## src/rtl/multiplier_seq_if.sv

```systemverilog
// Handshake and result bundle for multiplier_seq. The master drives the
// buttons and switches, and the slave (the multiplier) returns X:A:B and status.
interface multiplier_seq_if #(
  parameter int W = 8
);
  logic         clearALoadB;
  logic         run;
  logic [W-1:0] din;
  logic         xval;
  logic [W-1:0] aval;
  logic [W-1:0] bval;
  logic         busy;
  logic         done;
  logic         ovf;

  modport master (
    output clearALoadB, run, din,
    input  xval, aval, bval, busy, done, ovf
  );

  modport slave (
    input  clearALoadB, run, din,
    output xval, aval, bval, busy, done, ovf
  );
endinterface

```

## src/rtl/multiplier_seq.sv

```systemverilog
// Signed sequential shift-add multiplier: latched multiplicand S times register B into X:A:B.
// Define MULT_OVF_EN to build the registered overflow flag; otherwise ovf is tied low.
module multiplier_seq #(
  parameter int W = 8
) (
  input logic             clk_i,
  input logic             reset_i,
  multiplier_seq_if.slave bus
);
  localparam int CW = $clog2(W + 1);
  localparam logic [CW-1:0] LAST_CNT = CW'(W - 1);

  typedef enum logic [1:0] {IDLE, CLR, ADD, SHIFT} state_e;

  state_e         state_q, state_d;
  logic [W-1:0]   a_q, a_d;
  logic [W-1:0]   b_q, b_d;
  logic [W-1:0]   s_q, s_d;
  logic           x_q, x_d;
  logic [CW-1:0]  cnt_q, cnt_d;
  logic           run_q;
  logic           done_q, done_d;
  logic [W:0]     sum;
  logic           load;
  logic           start;

  // A load takes priority over a Run edge in the same cycle.
  assign load  = (state_q == IDLE) && bus.clearALoadB;
  assign start = (state_q == IDLE) && bus.run && !run_q && !bus.clearALoadB;

  // The last partial product carries the multiplier's negative sign weight.
  always_comb begin
    if (cnt_q == LAST_CNT) begin
      sum = {a_q[W-1], a_q} - {s_q[W-1], s_q};
    end else begin
      sum = {a_q[W-1], a_q} + {s_q[W-1], s_q};
    end
  end

  always_comb begin
    state_d = state_q;
    a_d     = a_q;
    b_d     = b_q;
    s_d     = s_q;
    x_d     = x_q;
    cnt_d   = cnt_q;
    done_d  = 1'b0;
    unique case (state_q)
      IDLE: begin
        if (load) begin
          a_d = '0;
          x_d = 1'b0;
          b_d = bus.din;
        end else if (start) begin
          state_d = CLR;
        end
      end
      CLR: begin
        a_d     = '0;
        x_d     = 1'b0;
        s_d     = bus.din;
        cnt_d   = '0;
        state_d = ADD;
      end
      ADD: begin
        if (b_q[0]) begin
          {x_d, a_d} = sum;
        end
        state_d = SHIFT;
      end
      SHIFT: begin
        a_d   = {x_q, a_q[W-1:1]};
        b_d   = {a_q[0], b_q[W-1:1]};
        cnt_d = cnt_q + CW'(1);
        if (cnt_q == LAST_CNT) begin
          state_d = IDLE;
          done_d  = 1'b1;
        end else begin
          state_d = ADD;
        end
      end
      default: state_d = IDLE;
    endcase
  end

  always_ff @(posedge clk_i) begin
    if (reset_i) begin
      state_q <= IDLE;
      a_q     <= '0;
      b_q     <= '0;
      s_q     <= '0;
      x_q     <= 1'b0;
      cnt_q   <= '0;
      run_q   <= 1'b0;
      done_q  <= 1'b0;
    end else begin
      state_q <= state_d;
      a_q     <= a_d;
      b_q     <= b_d;
      s_q     <= s_d;
      x_q     <= x_d;
      cnt_q   <= cnt_d;
      run_q   <= bus.run;
      done_q  <= done_d;
    end
  end

  assign bus.xval = x_q;
  assign bus.aval = a_q;
  assign bus.bval = b_q;
  assign bus.busy = (state_q != IDLE);
  assign bus.done = done_q;

`ifdef MULT_OVF_EN
  logic ovf_q, ovf_d;

  // Flag a product whose upper half is more than the sign extension of the lower half.
  always_comb begin
    ovf_d = ovf_q;
    if (load || (state_q == CLR)) begin
      ovf_d = 1'b0;
    end else if (done_d) begin
      ovf_d = (a_d != {W{b_d[W-1]}});
    end
  end

  always_ff @(posedge clk_i) begin
    if (reset_i) begin
      ovf_q <= 1'b0;
    end else begin
      ovf_q <= ovf_d;
    end
  end

  assign bus.ovf = ovf_q;
`else
  assign bus.ovf = 1'b0;
`endif
endmodule

```

## src/flat_wrapper.sv

```systemverilog
// flat-port wrapper written by rule: the top's interface ports become plain ports
module multiplier_seq_flat 
#(
  parameter int W = 8
)
  (clk_i, reset_i, bus_clearALoadB, bus_run, bus_din, bus_xval, bus_aval, bus_bval, bus_busy, bus_done, bus_ovf);
  multiplier_seq_if #(.W(W)) bus_i ();
  input logic clk_i;
  input logic reset_i;
  input wire logic [$bits(bus_i.clearALoadB)-1:0] bus_clearALoadB;
  input wire logic [$bits(bus_i.run)-1:0] bus_run;
  input wire logic [$bits(bus_i.din)-1:0] bus_din;
  output wire logic [$bits(bus_i.xval)-1:0] bus_xval;
  output wire logic [$bits(bus_i.aval)-1:0] bus_aval;
  output wire logic [$bits(bus_i.bval)-1:0] bus_bval;
  output wire logic [$bits(bus_i.busy)-1:0] bus_busy;
  output wire logic [$bits(bus_i.done)-1:0] bus_done;
  output wire logic [$bits(bus_i.ovf)-1:0] bus_ovf;
  assign bus_i.clearALoadB = bus_clearALoadB;
  assign bus_i.run = bus_run;
  assign bus_i.din = bus_din;
  assign bus_xval = bus_i.xval;
  assign bus_aval = bus_i.aval;
  assign bus_bval = bus_i.bval;
  assign bus_busy = bus_i.busy;
  assign bus_done = bus_i.done;
  assign bus_ovf = bus_i.ovf;
  multiplier_seq #(.W(W)) u_core (.clk_i(clk_i), .reset_i(reset_i), .bus(bus_i));
endmodule
```

## config.mk

```make
export PLATFORM = sky130hd
export DESIGN_NAME = multiplier_seq_flat
export DESIGN_NICKNAME = d
export VERILOG_FILES = /design/src/rtl/multiplier_seq_if.sv /design/src/rtl/multiplier_seq.sv /design/src/flat_wrapper.sv
export SDC_FILE = /design/constraint.sdc
export NUM_CORES = 1
export LEC_CHECK = 0
export ABC_AREA = 1
export CORE_MARGIN = 1.5
export CORE_UTILIZATION = 40
export DETAILED_ROUTE_END_ITERATION = 10
export GPL_ROUTABILITY_DRIVEN = 0
export PLACE_DENSITY = 0.6
export SKIP_LAST_GASP = 1
export SYNTH_ARGS = -nofsm -noshare
export SYNTH_HDL_FRONTEND = slang
export SYNTH_SLANG_ARGS = --single-unit
```

## constraint.sdc

```tcl
create_clock -name clk_i -period 3.15 [get_ports clk_i]
set_input_delay 0.4725 -clock clk_i [delete_from_list [all_inputs] [get_ports clk_i]]
set_output_delay 0.4725 -clock clk_i [all_outputs]
set_load 0.02 [all_outputs]
```

==> impl_metrics.tcl <==
set metrics [dict create \
    yosysUniqueCellTypes 40 \
    grt_usage 0.1860 \
    hp-start "u_core.bus.xval" \
    setup_viol 0 \
    r2r-start "u_core.cnt_q[0]" \
    grt_max_degree 28 \
    num_io_pins 32 \
    p_total_uw 1388 \
    dieArea_mm2 0.005314 \
    vias 1750 \
    drc 0 \
    start_kind "register" \
    clk_path_buf_depth 2 \
    final_util 0.5062 \
    cp_max_fo 9 \
    post_cts_resized 0 \
    synth_warnings 0 \
    p_leak_uw 0.001012 \
    synthAdderAreaFrac 0.07426 \
    ff2ff_setup_slack_ns 0.69 \
    synth_compound_area_frac 0.2375 \
    critical_path_class "register to register" \
    setup-tns-final_ns 0 \
    fp-row-count 25 \
    rsz0062_at_grt "false" \
    path_clk_slew_ns 0.08 \
    hold_buffers 0 \
    clk_latency_ns 0.29 \
    num-nets-final 317 \
    grt_pass1_vias 1598 \
    synthMuxAreaShare 0 \
    chipHeight_um 72.90 \
    drt-pass1-iter-count 4 \
    syn_area_per_cell_um2 7.375 \
    area.growth.synth_to_final_pct 22.34 \
    layout.cells.non_filler 362 \
    viasPerCell 4.834 \
    synth_simple_gate_area_share 0.2202 \
    max_slew.worst_pin.slew_ns 0.7744 \
    synthCells 265 \
    routed_wl_um 4434 \
    ys_ff_latch 33 \
    drt_iter0_drc 75 \
    cts_tree "built" \
    core_mm2 0.004723 \
    diodes 0 \
    cp_data_arrival_time_ns 2.65 \
    rr_worst_depth 15 \
    min_path_type "register to register" \
    yosysSeqAreaShare 0.3380 \
    layout_common_cells "51 x nand2_1, 33 x dfxtp_1, 30 x clkdlybuf4s50_1" \
    drive_gt1_frac 0.1085 \
    syn_nets 288 \
    fmax_mhz 405.8 \
    htree_levels 2 \
    slew_violations 0 \
    rr_endpoint "u_core.bus.aval[6]" \
    status "finished clean" \
    drtAntennaViolNets 0 \
    cts_inserted_buffers 5 \
    routedWlPerCell_um 12.25 \
    power_density_mw_per_mm2 580.5 \
    period_share 0.7824 \
    holdPathEnd "u_core.bus.xval" \
    postCtsSetupRepairBufs 0 \
    synth_xor_area_frac 0.03137 \
    post_dp_cell_area_mm2 0.002276 \
    skew_ns 0.007118 \
    worstPathRequired_ns 3.34 \
    die_w_um 72.90 \
    antenna_found_initial 0 \
    port_buffers 30 \
    placed_cells 354 \
    design_area_mm2 0.002391 \
    start_util 0.4138 \
    syn_area_mm2 0.001954 \
    grt_overflow 0 \
    root_buffer "clkbuf_8" \
    clkSinkCount 33 \
    whs_path_depth 2 \
    peakVddDrop_mv 0.2851 \
    slew-limit-headroom 0.4832 \
    final_common_cell "nand2_1" \
    end_kind "register" \
    post-route-min-period_ns 2.464 \
    finalHoldViolCount 0 \
    grt_first_pass_wirelength_um 7603 \
    synth_top_family_by_area "compound AO/OA/AOI/OAI gates" \
    dp_hpwl_um 3335 \
    cap_violations 0 \
]
[final cells by class]
cell class / instances / area (um2)
tap: 67 / 83.83
multi-input combinational: 191 / 1105
fill: 483 / 2332
clock buffer: 5 / 68.82
timing repair buffer: 30 / 300.3
clock inverter: 3 / 46.29
sequential: 33 / 660.6
inverter: 33 / 126.4
[registers in the layout, indices dropped and copies added, names as in the netlist]
signal / cells
u_core.s_q: 8
u_core.bus.done: 1
u_core.bus.aval: 8
u_core.run_q: 1
u_core.bus.xval: 1
u_core.state_q: 2
u_core.bus.bval: 8
u_core.cnt_q: 4
[synthesized netlist by cell type (all sizes together)]
cell / instances / area (um2)
clkbuf: 1 / 3.750
nor3: 4 / 20.02
o31ai: 1 / 7.510
a21oi: 28 / 140.1
a21o: 1 / 7.510
buf: 7 / 58.81
a21boi: 1 / 7.510
xnor2: 3 / 26.28
fa: 1 / 20.02
a211oi: 3 / 32.53
or2: 2 / 12.51
conb: 1 / 3.750
xor2: 4 / 35.03
nand3b: 1 / 7.510
nand4: 1 / 6.260
nor2: 22 / 97.59
nor3b: 1 / 7.510
dfxtp: 33 / 660.6
ha: 10 / 125.1
o22ai: 1 / 20.02
inv: 33 / 126.4
nand2: 54 / 229.0
o211a: 1 / 10.01
o21ai: 30 / 157.7
a31oi: 11 / 81.32
nand3: 10 / 50.05
[critical path, stage by stage, from the launching register on]
cell and delay, ns:
dfxtp_1 0.36, ha_1 0.21, nand2_1 0.10, nor2_4 0.21
inv_2 0.08, o21ai_0 0.11, xor2_1 0.16, inv_1 0.05
ha_1 0.33, nand2_1 0.11, inv_1 0.05, a21oi_1 0.13
nand2_1 0.07, or2_2 0.27, nand3_1 0.07, a21oi_1 0.06
[metal layers]
metal,part of all wire,wire (um),track usage,vias up
met2,0.44,1944,0.3017,34
li1,-,-,-,944
met4,0.014,63,0.05870,0
met1,0.50,2228,0.2444,766
met5,0,0,0,-
met3,0.045,198,0.04420,6
[metrics by stage]
| stage | hold WS, ns | setup slack [ns] |
|---|---|---|
| 5_1_grt | 0.5360 | 0.4562 |
| 4_1_cts | 0.5026 | 0.6885 |
| 6_report | 0.4983 | 0.6856 |
| 3_5_place_dp | 0.4900 | 0.7137 |
| 3_3_place_gp | 0.4843 | 0.7624 |
| 2_1_floorplan | 0.4548 | 0.9057 |
[cells by family after synthesis]
group	after synthesis
adders and majority gates	11
DFF	33
other	1
and+or+nand+nor	95
xor gates and xnor gates	7
buffers and inverters	41
AOI/OAI and AO/OA	77
[worst max path at each step]
stage,from,endpoint,cells past startpoint
after CTS,u_core.cnt_q[0],u_core.bus.aval[6],15
after global placement,u_core.cnt_q[0],u_core.bus.aval[6],15
final,u_core.cnt_q[0],u_core.bus.aval[6],15
after detailed placement,u_core.cnt_q[0],u_core.bus.aval[6],15
after floorplan,u_core.cnt_q[0],u_core.bus.aval[6],15
after global routing,u_core.cnt_q[0],u_core.bus.aval[6],15
[power by group]
group          switching, uW  leakage (uW)  internal (uW)
logic                    285      0.000687            202
registers               36.8      0.000271            452
clock network            175     0.0000543            237
Note: power is estimated with default switching activity, not from simulation.
